**config.mk**
```make
export PLATFORM = sky130hd
export DESIGN_NAME = mpi_pkt_decoder
export DESIGN_NICKNAME = d
export VERILOG_FILES = /design/src/rtl/mpi_pkt_decoder.sv
export SDC_FILE = /design/constraint.sdc
export NUM_CORES = 1
export LEC_CHECK = 0
export BUFFER_PORTS_ARGS = -buffer_cell sky130_fd_sc_hd__buf_2
export CAP_MARGIN = 5
export CORE_ASPECT_RATIO = 0.6
export CORE_MARGIN = 4
export CORE_UTILIZATION = 41
export DETAILED_ROUTE_END_ITERATION = 16
export PLACE_DENSITY = 0.84
export SLEW_MARGIN = 15
export SYNTH_ARGS = -nofsm -noshare
export SYNTH_HDL_FRONTEND = slang
export SYNTH_SLANG_ARGS = --single-unit
export TNS_END_PERCENT = 30
```
**constraint.sdc**
```tcl
create_clock -name clk -period 2.35 [get_ports clk]
set_clock_uncertainty 0.2 [all_clocks]
set_input_delay 0.47 -clock clk [delete_from_list [all_inputs] [get_ports clk]]
set_output_delay 0.47 -clock clk [all_outputs]
set_load 0.01 [all_outputs]
```
**src/rtl/mpi_pkt_decoder.sv**
```systemverilog
// Snoops a 64-bit packet stream and classifies UDP/IPv4 packets carrying an MPI header.
// Defining MPI_DECODE_STATS_EN adds per-outcome packet counters; otherwise they read as 0.
module mpi_pkt_decoder #(
  parameter int          DATA_WIDTH      = 64,
  parameter int          CTRL_WIDTH      = DATA_WIDTH / 8,
  parameter logic [15:0] MPI_UDP_PORT    = 16'hB111,
  parameter int          PORT_MATCH_MODE = 1,
  parameter int          CHECK_IP_HDR    = 1
) (
  input  logic                  clk,
  input  logic                  reset,
  input  logic [DATA_WIDTH-1:0] in_data,
  input  logic [CTRL_WIDTH-1:0] in_ctrl,
  input  logic                  in_wr,
  output logic                  decode_done,
  output logic                  mpi_pkt,
  output logic                  not_mpi_pkt,
  output logic                  runt_pkt,
  output logic [15:0]           message,
  output logic [15:0]           comm_id,
  output logic [7:0]            topo_type,
  output logic [7:0]            node_type,
  output logic [47:0]           src_mac,
  output logic [47:0]           dst_mac,
  output logic [31:0]           src_ip,
  output logic [31:0]           dst_ip,
  output logic [15:0]           ip_cksum,
  output logic [15:0]           udp_src,
  output logic [15:0]           udp_dst,
  output logic [31:0]           mpi_cnt,
  output logic [31:0]           other_cnt,
  output logic [31:0]           runt_cnt
);

  typedef enum logic [2:0] {
    READ_WORD_1 = 3'd0,
    READ_WORD_2 = 3'd1,
    READ_WORD_3 = 3'd2,
    READ_WORD_4 = 3'd3,
    READ_WORD_5 = 3'd4,
    READ_WORD_6 = 3'd5,
    WAIT_EOP    = 3'd6
  } state_t;

  state_t      state_r;
  logic [15:0] ethertype_r;
  logic [7:0]  ver_ihl_r;
  logic [7:0]  protocol_r;

  logic eop_s;
  logic port_ok_s;
  logic hdr_ok_s;
  logic match_s;
  logic mid_hdr_s;
  logic runt_evt_s;
  logic other_evt_s;
  logic mpi_evt_s;

  // Match evaluation and per-word outcome events; UDP ports come straight off the word-5 bus.
  always_comb begin
    eop_s = (in_ctrl != {CTRL_WIDTH{1'b0}});
    if (PORT_MATCH_MODE == 0) begin
      port_ok_s = (in_data[31:16] == MPI_UDP_PORT);
    end else begin
      port_ok_s = (in_data[31:16] == MPI_UDP_PORT) || (in_data[47:32] == MPI_UDP_PORT);
    end
    if (CHECK_IP_HDR != 0) begin
      hdr_ok_s = (ethertype_r == 16'h0800) && (ver_ihl_r == 8'h45) && (protocol_r == 8'd17);
    end else begin
      hdr_ok_s = 1'b1;
    end
    match_s = port_ok_s && hdr_ok_s;
    case (state_r)
      READ_WORD_2, READ_WORD_3, READ_WORD_4, READ_WORD_5: mid_hdr_s = 1'b1;
      default:                                            mid_hdr_s = 1'b0;
    endcase
    runt_evt_s  = in_wr && eop_s && mid_hdr_s;
    other_evt_s = in_wr && !eop_s && (state_r == READ_WORD_5) && !match_s;
    mpi_evt_s   = in_wr && (state_r == READ_WORD_6);
  end

  // Header walk: captures fields word by word and registers the classification outputs.
  always_ff @(posedge clk) begin
    if (reset) begin
      state_r     <= READ_WORD_1;
      ethertype_r <= 16'd0;
      ver_ihl_r   <= 8'd0;
      protocol_r  <= 8'd0;
      decode_done <= 1'b0;
      mpi_pkt     <= 1'b0;
      not_mpi_pkt <= 1'b0;
      runt_pkt    <= 1'b0;
      message     <= 16'd0;
      comm_id     <= 16'd0;
      topo_type   <= 8'd0;
      node_type   <= 8'd0;
      src_mac     <= 48'd0;
      dst_mac     <= 48'd0;
      src_ip      <= 32'd0;
      dst_ip      <= 32'd0;
      ip_cksum    <= 16'd0;
      udp_src     <= 16'd0;
      udp_dst     <= 16'd0;
    end else begin
      decode_done <= 1'b0;
      if (in_wr) begin
        if (runt_evt_s) begin
          // Packet ended before the UDP ports were seen.
          not_mpi_pkt <= 1'b1;
          runt_pkt    <= 1'b1;
          message     <= 16'd0;
          comm_id     <= 16'd0;
          topo_type   <= 8'd0;
          node_type   <= 8'd0;
          decode_done <= 1'b1;
          state_r     <= READ_WORD_1;
        end else begin
          case (state_r)
            READ_WORD_1: begin
              if (!eop_s) begin
                mpi_pkt         <= 1'b0;
                not_mpi_pkt     <= 1'b0;
                runt_pkt        <= 1'b0;
                dst_mac         <= in_data[63:16];
                src_mac[47:32]  <= in_data[15:0];
                state_r         <= READ_WORD_2;
              end
            end
            READ_WORD_2: begin
              src_mac[31:0] <= in_data[63:32];
              ethertype_r   <= in_data[31:16];
              ver_ihl_r     <= in_data[15:8];
              state_r       <= READ_WORD_3;
            end
            READ_WORD_3: begin
              protocol_r <= in_data[7:0];
              state_r    <= READ_WORD_4;
            end
            READ_WORD_4: begin
              ip_cksum      <= in_data[63:48];
              src_ip        <= in_data[47:16];
              dst_ip[31:16] <= in_data[15:0];
              state_r       <= READ_WORD_5;
            end
            READ_WORD_5: begin
              dst_ip[15:0] <= in_data[63:48];
              udp_src      <= in_data[47:32];
              udp_dst      <= in_data[31:16];
              state_r      <= match_s ? READ_WORD_6 : WAIT_EOP;
            end
            READ_WORD_6: begin
              message   <= in_data[47:32];
              comm_id   <= in_data[31:16];
              topo_type <= in_data[15:8];
              node_type <= in_data[7:0];
              state_r   <= eop_s ? READ_WORD_1 : WAIT_EOP;
            end
            WAIT_EOP: begin
              if (eop_s) begin
                state_r <= READ_WORD_1;
              end
            end
            default: state_r <= READ_WORD_1;
          endcase
          if (other_evt_s) begin
            not_mpi_pkt <= 1'b1;
            message     <= 16'd0;
            comm_id     <= 16'd0;
            topo_type   <= 8'd0;
            node_type   <= 8'd0;
            decode_done <= 1'b1;
          end
          if (mpi_evt_s) begin
            mpi_pkt     <= 1'b1;
            decode_done <= 1'b1;
          end
        end
      end
    end
  end

`ifdef MPI_DECODE_STATS_EN
  // Outcome counters update on the same edge that raises decode_done.
  always_ff @(posedge clk) begin
    if (reset) begin
      mpi_cnt   <= 32'd0;
      other_cnt <= 32'd0;
      runt_cnt  <= 32'd0;
    end else begin
      if (mpi_evt_s) begin
        mpi_cnt <= mpi_cnt + 32'd1;
      end
      if (other_evt_s) begin
        other_cnt <= other_cnt + 32'd1;
      end
      if (runt_evt_s) begin
        runt_cnt <= runt_cnt + 32'd1;
      end
    end
  end
`else
  assign mpi_cnt   = 32'd0;
  assign other_cnt = 32'd0;
  assign runt_cnt  = 32'd0;
`endif

endmodule

```
==> metrics, run 1 <==
status finished clean; Syn-to-layout area delta 31.0%; period utilization 0.958; RePlAce Congestion between 0.8 and 0.9; CTS tree built; H-tree depth 1; Die ar. between 0.02 and 0.03 mm2; Placeable Area between 0.02 and 0.03 mm2; Async SR Flop Fraction 0; met3 wire length 3900 um; Die Height approximately 140 um; Crit path max-delay family compound AO/OA/AOI/OAI gates; total gr overflow 0; Lkg Pwr 6.22 nW; clock network power share 0.457; uppermost layer routed met4; Reg clk slew, reported paths 70 ps; Synth Area per Inst 8.30 um2; Met2 Wirelength 17300 um; Seq/Total Area, Yosys 0.535; P per Cell Area between 600 and 700 mW/mm2; vias in the first global route 10.0k; Initial DRC Count ~1.1k; NetSw 0.00221 W; CP cell instances buf_2 -> nor4b_1 -> buf_4 -> nand4_1 -> a211oi_2 -> o32ai_2 -> a21oi_4 -> buf_6 -> clkbuf_16 -> a22o_1; crit path buf inv count 4; Comb pwr share 0.045; Starting Density 0.417; met1 WL 15700 um; Pre-Repair DR Iteration Count 6; # port buffers between 300 and 400; Worst-Skew Late Latency 530 ps; Max Cap Viol 0; Synth Warn # 0; fin. max-slew vios 0; register area 0.00591 mm2; CP max stage delay 480 ps; dpl cell area 0.0133 mm2; HPWL after DPL 25700 um; Root Buffer clkbuf_16; sequential power share 0.498; ys flop type dfxtp_1; # DRC 0; gr usage total 0.235; final hold vios 0; Via density 5.12; Routed Antenna Nets 0; I/O Pins 431; layout cells sized above 1 0.279; Cells after Synth 1331; Synth area leaders dfxtp_1, nand2_1, a21oi_1; mapped cell area 0.0110 mm2; Worst setup SP type input pin; row count 46; critical-path maximum fanout 9; CTS Buffer Depth 3; Switching Fraction 0.221; number of flops mapped to enable cells by yosys 0; antenna violations before repair 1; final hold slack 30.2 ps; slew of the pin with the lowest slew margin 547 ps; WL per Instance 18.1 um; Distinct cells, synth 38; Via Count roughly 11k; top cell type's share of synthesized area 0.535; fin crit period ~2300 ps; post-synth top area cell dfxtp_1; Nets around 1.8k; internal power between 0.007 and 0.008 W; pin count of the biggest net entering global routing 110; multi-input logic area 0.00444 mm2; CP required 2620 ps; Max VDD drop 0.493 mV; first-pass GRT wire length approximately 55000 um; CTS buffer count 27; critical path endpoint category flip-flop; clk sink count just under 300; Finished Cell Area around 0.014 mm2; Yosys reg bits 295; worst setup margin 99.7 ps; Hold Crit Class in2reg; RSZ-0062 raised after global routing yes; Chip Width 220 um; worst rel slew slack 0.635; fmax roughly 0.44 GHz; Crit Path Category in2reg; drt total wl 37600 um; PnR Total Power 0.0100 W; arrival time worst endpoint 2520 ps; worst slack, placed -441 ps; Slowest-stage cell, CP nor4b_1; Layout fillers around 2.3k; Final Setup Violations 0
-- worst reg2reg max path, delay by kind of cell, from the launching register on --
kind,cells,cell delay (ps)
compound gates,3,670
buf+inv,2,300
flops,1,320
simple gates,3,650
-- power by group through the flow --
stage / clock, W / combinational [W] / sequential, W
after floorplan: 0 / 0.000282 / 0.00511
after global placement: 0 / 0.000399 / 0.00511
after global routing: 0.00488 / 0.000479 / 0.00500
after CTS: 0.00466 / 0.000430 / 0.00500
after detailed placement: 0 / 0.000401 / 0.00511
final: 0.00458 / 0.000453 / 0.00500
-- Yosys cell counts (2+ instances only) --
master,n
buf_2,31
or3_1,2
nor3_1,3
nor2_1,15
nor3b_1,2
a22o_1,49
and4bb_2,2
inv_1,3
nor4b_1,8
nor4_1,3
dfxtp_1,295
buf_6,2
clkbuf_1,56
o21ai_0,3
nor4bb_1,3
buf_4,98
nand4_1,6
a21oi_1,241
nor4_2,2
a211oi_1,2
nand2_1,478
mux2i_1,8
nor2_2,2
or2_2,2
nand3_1,2
-- registers in the layout (all words and copies together), names as in the netlist --
name / count
dst_mac: 48
comm_id: 16
message: 16
src_mac: 48
runt_pkt: 1
topo_type: 8
src_ip: 32
ver_ihl_r: 8
ip_cksum: 16
dst_ip: 32
udp_src: 16
ethertype_r: 16
decode_done: 1
state_r: 3
not_mpi_pkt: 1
node_type: 8
mpi_pkt: 1
udp_dst: 16
protocol_r: 8
-- layout make-up --
class                           count  share of cell area
Sequential cell                   295               0.408
Tap cell                          360              0.0311
Inverter                            3            0.000778
Timing Repair Buffer              428               0.190
Antenna cell                        1            0.000173
Clock inverter                      6             0.00795
Multi-Input combinational cell    941               0.307
Clock buffer                       42              0.0554
-- repair_timing --
item,4_1_cts,5_1_grt
gates resized for setup,4,5
endpoints found under the hold margin,32,0
hold buffers,13,0
setup buffers,2,0
endpoints found under the setup margin,48,48
pin swaps,4,6
cloned,1,1
-- placed cells by master, fill, tap and decap left out, types with 3 or more instances in the layout --
| cell | n |
|---|---|
| nand2_1 | 478 |
| buf_2 | 333 |
| dfxtp_1 | 295 |
| a21oi_1 | 241 |
| conb_1 | 96 |
| buf_4 | 55 |
| a22o_1 | 49 |
| clkbuf_16 | 28 |
| buf_12 | 22 |
| nor2_1 | 15 |
| dlygate4sd3_1 | 13 |
| mux2i_1 | 8 |
| clkbuf_8 | 8 |
| clkbuf_1 | 8 |
| nand4_1 | 6 |
| nor4b_1 | 4 |
| nor4b_2 | 4 |
| nor4_2 | 3 |
| inv_1 | 3 |
| o21ai_0 | 3 |
| bufinv_16 | 3 |
-- routing by layer --
layer  up-vias  global-route usage
li1       4919                   -
met1      5018               0.318
met2       635               0.378
met3        57              0.0587
met4         0              0.0593
met5         -                   0
-- final timing paths --
path	start	end	slack, ps	cells past startpoint
setup / recovery	in_data[41]	comm_id[12]	100	10
hold / removal	in_data[55]	src_mac[23]	30	3
setup reg to reg	ver_ihl_r[0]	state_r[1]	130	8
hold reg to reg	src_mac[32]	src_mac[32]	250	2
-- kinds of logic (layout without fill, tap and decap cells) --
kind of cell           Yosys count  after routing  share of synthesized area
AO/OA/AOI/OAI                  303            303                      0.158
multiplexers                     8              8                    0.00725
other                            1             97                   0.000340
flip-flops                     295            295                      0.535
buffers and inverters          190            479                      0.103
AND/OR/NAND/NOR                534            534                      0.197
-- stage by stage --
stage	utilization	cells	TNS, ps
2_1_floorplan	-	1426	0
3_3_place_gp	0.502	2010	-42350
3_5_place_dp	0.502	2010	-46980
4_1_cts	0.545	2074	0
5_1_grt	0.547	2076	-59.1
6_report	0.547	2076	0
Power figures use the tool's default switching activity.
==> inputs of run 2 (changes only) <==
Settings changed: ABC_CLOCK_PERIOD_IN_PS from default to 2350, CAP_MARGIN 5 to 20, MAX_ROUTING_LAYER from default to met4.
==> metrics, run 2 (same netlist as run 1, synthesis figures left out) <==
status finished clean; HPWL after DPL 25700 um; CTS buffer count 27; Chip Width 220 um; fin. max-slew vios 0; RePlAce Congestion 0.840; Reg-to-Reg End comm_id[12]; clk sink count 295; register area approximately 0.0059 mm2; Min-Delay Endpoint dst_ip[20]; commonest non-fill, non-tap cell in the layout nand2_1; WL per Instance 18.1 um; Comb pwr share 0.045; slew of the pin with the lowest slew margin 535 ps; worst slack, placed -441 ps; # port buffers 334; Final Setup Violations 0; I/O Pins ~430; hold path depth 3; CP required 2620 ps; Crit path max-delay family compound AO/OA/AOI/OAI gates; layout cells sized above 1 0.279; worst rel slew slack 0.643; drt total wl between 30000 and 40000 um; Worst-Skew Late Latency 530 ps; Nets 1771; vias in the first global route 10.1k; dpl cell area 0.0133 mm2; setup TNS 0 ps; row count 46; Max VDD drop 0.493 mV; R2R depth 8; Placeable Area around 0.026 mm2; Syn-to-layout area delta 31.0%; crit path buf inv count 4; Crit Path Category in2reg; RSZ-0062 raised after global routing yes; arrival time worst endpoint about 2500 ps; CTS Buffer Depth 3; NetSw 0.00221 W; Slowest-stage cell, CP nor4b_1; Critical R2R Launch ver_ihl_r[0]; Via density 5.12; reg-to-reg slack, setup between 100 and 150 ps; sequential power share 0.498; Die Height 135 um; Via Count 10.6k; biggest regs dst_mac: 48 flops, src_mac: 48 flops; final hold vios 0; Routed Antenna Nets 0; Lkg Pwr around 6.2 nW; critical path endpoint category flip-flop; Starting Density 0.417; first-pass GRT wire length roughly 55000 um; Root Buffer clkbuf_16; critical-path maximum fanout 9; Worst Hold Launch in_data[4]; Initial DRC Count 1095; gr usage total 0.242; Layout fillers ~2.3k; Finished Core Util 0.547; Pre-Repair DR Iteration Count 5; worst setup margin 102 ps; H-tree depth 1; Switching Fraction 0.220; antenna violations before repair 1; period utilization 0.957; fin crit period 2250 ps; P per Cell Area 693 mW/mm2; Reg clk slew, reported paths 70 ps; Worst setup SP type input pin; # DRC 0; CTS tree built; clock network power share 0.457; Finished Cell Area 0.0145 mm2; CP cell instances buf_2 -> nor4b_1 -> buf_4 -> nand4_1 -> a211oi_2 -> o32ai_2 -> a21oi_4 -> buf_6 -> clkbuf_16 -> a22o_1; Die ar. 0.0297 mm2; PnR Total Power 0.0100 W; total gr overflow 0; Hold Crit Class in2reg; CP max stage delay 470 ps; multi-input logic area roughly 0.0044 mm2; fmax 0.445 GHz; Max Cap Viol 0; internal power 0.00782 W; most frequent cells in the layout nand2_1, buf_2, dfxtp_1; pin count of the biggest net entering global routing 110
-- run 2: layout make-up --
class,count,share of cell area
clock inverters,6,0.00795
diodes,1,0.000173
clock buffers,42,0.0554
flip-flops and latches,295,0.408
multi-input cells,941,0.307
repair buffers,428,0.190
inverters,3,0.000778
well taps,360,0.0311
-- run 2: worst min-delay path, stage by stage --
cell,delay (ps)
buf_2,130
nand2_1,60
a21oi_1,50
-- run 2: through the flow --
| stage | hold WS (ps) | instances |
|---|---|---|
| 2_1_floorplan | 227 | 1426 |
| 3_3_place_gp | 234 | 2010 |
| 3_5_place_dp | 240 | 2010 |
| 4_1_cts | 0.172 | 2074 |
| 5_1_grt | 9.74 | 2076 |
| 6_report | 33.0 | 2076 |
-- run 2: worst max path at each step --
| stage | start | to | slack [ps] | depth (start not counted) |
|---|---|---|---|---|
| after floorplan | in_ctrl[7] | ethertype_r[0] | 90 | 7 |
| after CTS | protocol_r[3] | comm_id[1] | 0.7 | 8 |
| after global routing | ver_ihl_r[0] | comm_id[6] | -10 | 7 |
| after global placement | in_data[41] | topo_type[2] | -410 | 9 |
| after detailed placement | in_data[41] | comm_id[12] | -440 | 9 |
| final | in_data[41] | comm_id[12] | 100 | 10 |
-- run 2: power groups by stage --
stage	Sequential (W)	Clock, W	Combinational [W]
after detailed placement	0.00511	0	0.000401
after floorplan	0.00511	0	0.000282
after global placement	0.00511	0	0.000399
after global routing	0.00500	0.00488	0.000479
after CTS	0.00500	0.00466	0.000430
final	0.00500	0.00458	0.000453
-- run 2: what timing repair did --
item | in CTS | in global routing
gates cloned | 1 | 1
buffers inserted | 2 | 0
endpoints found under the hold margin | 32 | 0
setup endpoints to repair | 48 | 48
hold buffers | 13 | 0
pin swaps | 4 | 6
resized for setup | 4 | 5
-- run 2: layer usage --
metal / GRT usage / vias up / share of wire / routed length, um
li1: - / 4923 / - / -
met1: 0.322 / 5006 / 0.42 / 15600
met2: 0.378 / 632 / 0.46 / 17400
met3: 0.0524 / 64 / 0.10 / 3870
met4: 0.0593 / 0 / 0.018 / 687
met5: - / - / 0 / 0
==> inputs of run 3 (changes only) <==
Settings changed: SETUP_SLACK_MARGIN from default to 0.4.
==> metrics, run 3 (same netlist as run 1, synthesis figures left out) <==
CTS tree built; Max Cap Viol 0; HPWL after DPL 25900 um; fmax 0.412 GHz; Die Height 135 um; slew of the pin with the lowest slew margin 636 ps; Switching Fraction 0.223; placed cell count 2003; sequential power share 0.496; clock network power share 0.457; Initial DRC Count 951; final hold vios 0; Syn-to-layout area delta 32.7%; Worst-Skew Late Latency about 530 ps; Die ar. ~0.030 mm2; gr usage total 0.242; CP required 2620 ps; Chip Width 220 um; worst setup margin -76.9 ps; RSZ-0062 raised after global routing yes; Crit Path Category in2reg; period utilization 1.03; total gr overflow 0; Hold Crit Class in2reg; status finished, violations left; Placeable Area 0.0265 mm2; Via density 5.13; antenna violations before repair 2; PnR Total Power just over 0.01 W; fin. max-slew vios 0; critical path endpoint category flip-flop; Comb pwr share 0.047; I/O Pins 431; Starting Density 0.417; Final Setup Violations 48; arrival time worst endpoint 2700 ps; H-tree depth 1; filler-free cell count of the finished design 2086; NetSw 0.00224 W; # DRC 0; R2R depth 9; WL per Instance 18.3 um; clk sink count 295; vias in the first global route 9811; layout cells sized above 1 0.285; Reg clk slew, reported paths 70 ps; drt total wl between 30000 and 40000 um; CTS Buffer Depth 3; Lkg Pwr 6.26 nW; Via Count ~11k; row count 46; most frequent cells in the layout nand2_1, buf_2, dfxtp_1; internal power between 0.007 and 0.008 W; P per Cell Area 687 mW/mm2; reg-to-reg slack, setup 0 ps; Finished Cell Area 0.0147 mm2; Max VDD drop 0.475 mV; fin crit period between 2000 and 2500 ps; Pre-Repair DR Iteration Count 5; hold path depth 3; Nets 1779; first-pass GRT wire length 55600 um; failing checks negative setup slack; pin count of the biggest net entering global routing 142; Critical R2R Launch ver_ihl_r[3]; critical-path maximum fanout 9; worst rel slew slack 0.576; biggest regs dst_mac: 48 flops, src_mac: 48 flops; RePlAce Congestion 0.948; CTS buffer count 27; Reg-to-Reg End topo_type[5]; # port buffers approximately 330; Root Buffer clkbuf_16; Worst setup SP type input pin; Worst Hold Launch in_data[0]; final hold slack 29.0 ps; multi-input logic area 0.00455 mm2; dpl cell area 0.0132 mm2; register area 0.00592 mm2; Layout fillers 2314; Min-Delay Endpoint dst_ip[16]; worst slack, placed -456 ps; commonest non-fill, non-tap cell in the layout nand2_1; Routed Antenna Nets 0
==> run 3: power by group through the flow <==
stage	sequential [W]	clock, W	combinational [W]
4_1_cts	0.00500	0.00465	0.000452
5_1_grt	0.00499	0.00486	0.000503
6_report	0.00500	0.00460	0.000475
2_1_floorplan	0.00511	0	0.000285
3_5_place_dp	0.00511	0	0.000401
3_3_place_gp	0.00511	0	0.000397
==> run 3: per-layer routing <==
layer	part of all wire	GRT usage	wire, um	up-vias
met5	0	-	0	-
met4	0.026	0.0586	1010	0
met3	0.099	0.0527	3770	73
met2	0.45	0.376	17300	575
met1	0.42	0.326	16100	5108
li1	-	-	-	4943
==> run 3: repair_timing <==
| action | CTS | global route |
|---|---|---|
| cloned | 1 | 1 |
| endpoints found under the hold margin | 67 | 0 |
| pin swaps | 10 | 13 |
| setup endpoints to repair | 69 | 114 |
| hold buffers | 27 | 0 |
| resized for setup | 15 | 22 |
| setup buffers | 2 | 1 |
==> run 3: area by class of cell <==
class                   instances  share of cell area
inverters                       3            0.000768
flip-flops and latches        295               0.404
well taps                     360              0.0307
multi-input cells             941               0.310
diodes                          2            0.000341
repair buffers                436               0.192
clock buffers                  41              0.0545
clock inverters                 8             0.00828
==> run 3: worst max-delay path by stage <==
stage                             from      endpoint  slack, ps  depth (start not counted)
after floorplan             in_ctrl[0]    state_r[1]        270                          7
after global placement     in_data[38]  topo_type[5]       -390                          9
after detailed placement   in_data[38]    comm_id[9]       -460                          9
after CTS                 ver_ihl_r[3]   message[13]         20                          9
after global routing      ver_ihl_r[3]    comm_id[2]       -100                          9
final                      in_data[38]  topo_type[5]        -80                         10
==> run 3: per-stage QoR <==
step                TNS [ps]  utilization
global route           -3700        0.554
finish                 -2790        0.554
CTS                        0        0.549
floorplan                  0            -
detailed placement    -30430        0.500
global placement      -23870        0.500
==> run 3: critical path: stages <==
cell and delay (ps):
buf_2 120, nor4bb_1 520, buf_4 200, nand4_1 220, a211oi_4 420, o32ai_4 130, a21oi_4 160, buf_6 150
buf_12 150, a22o_1 150
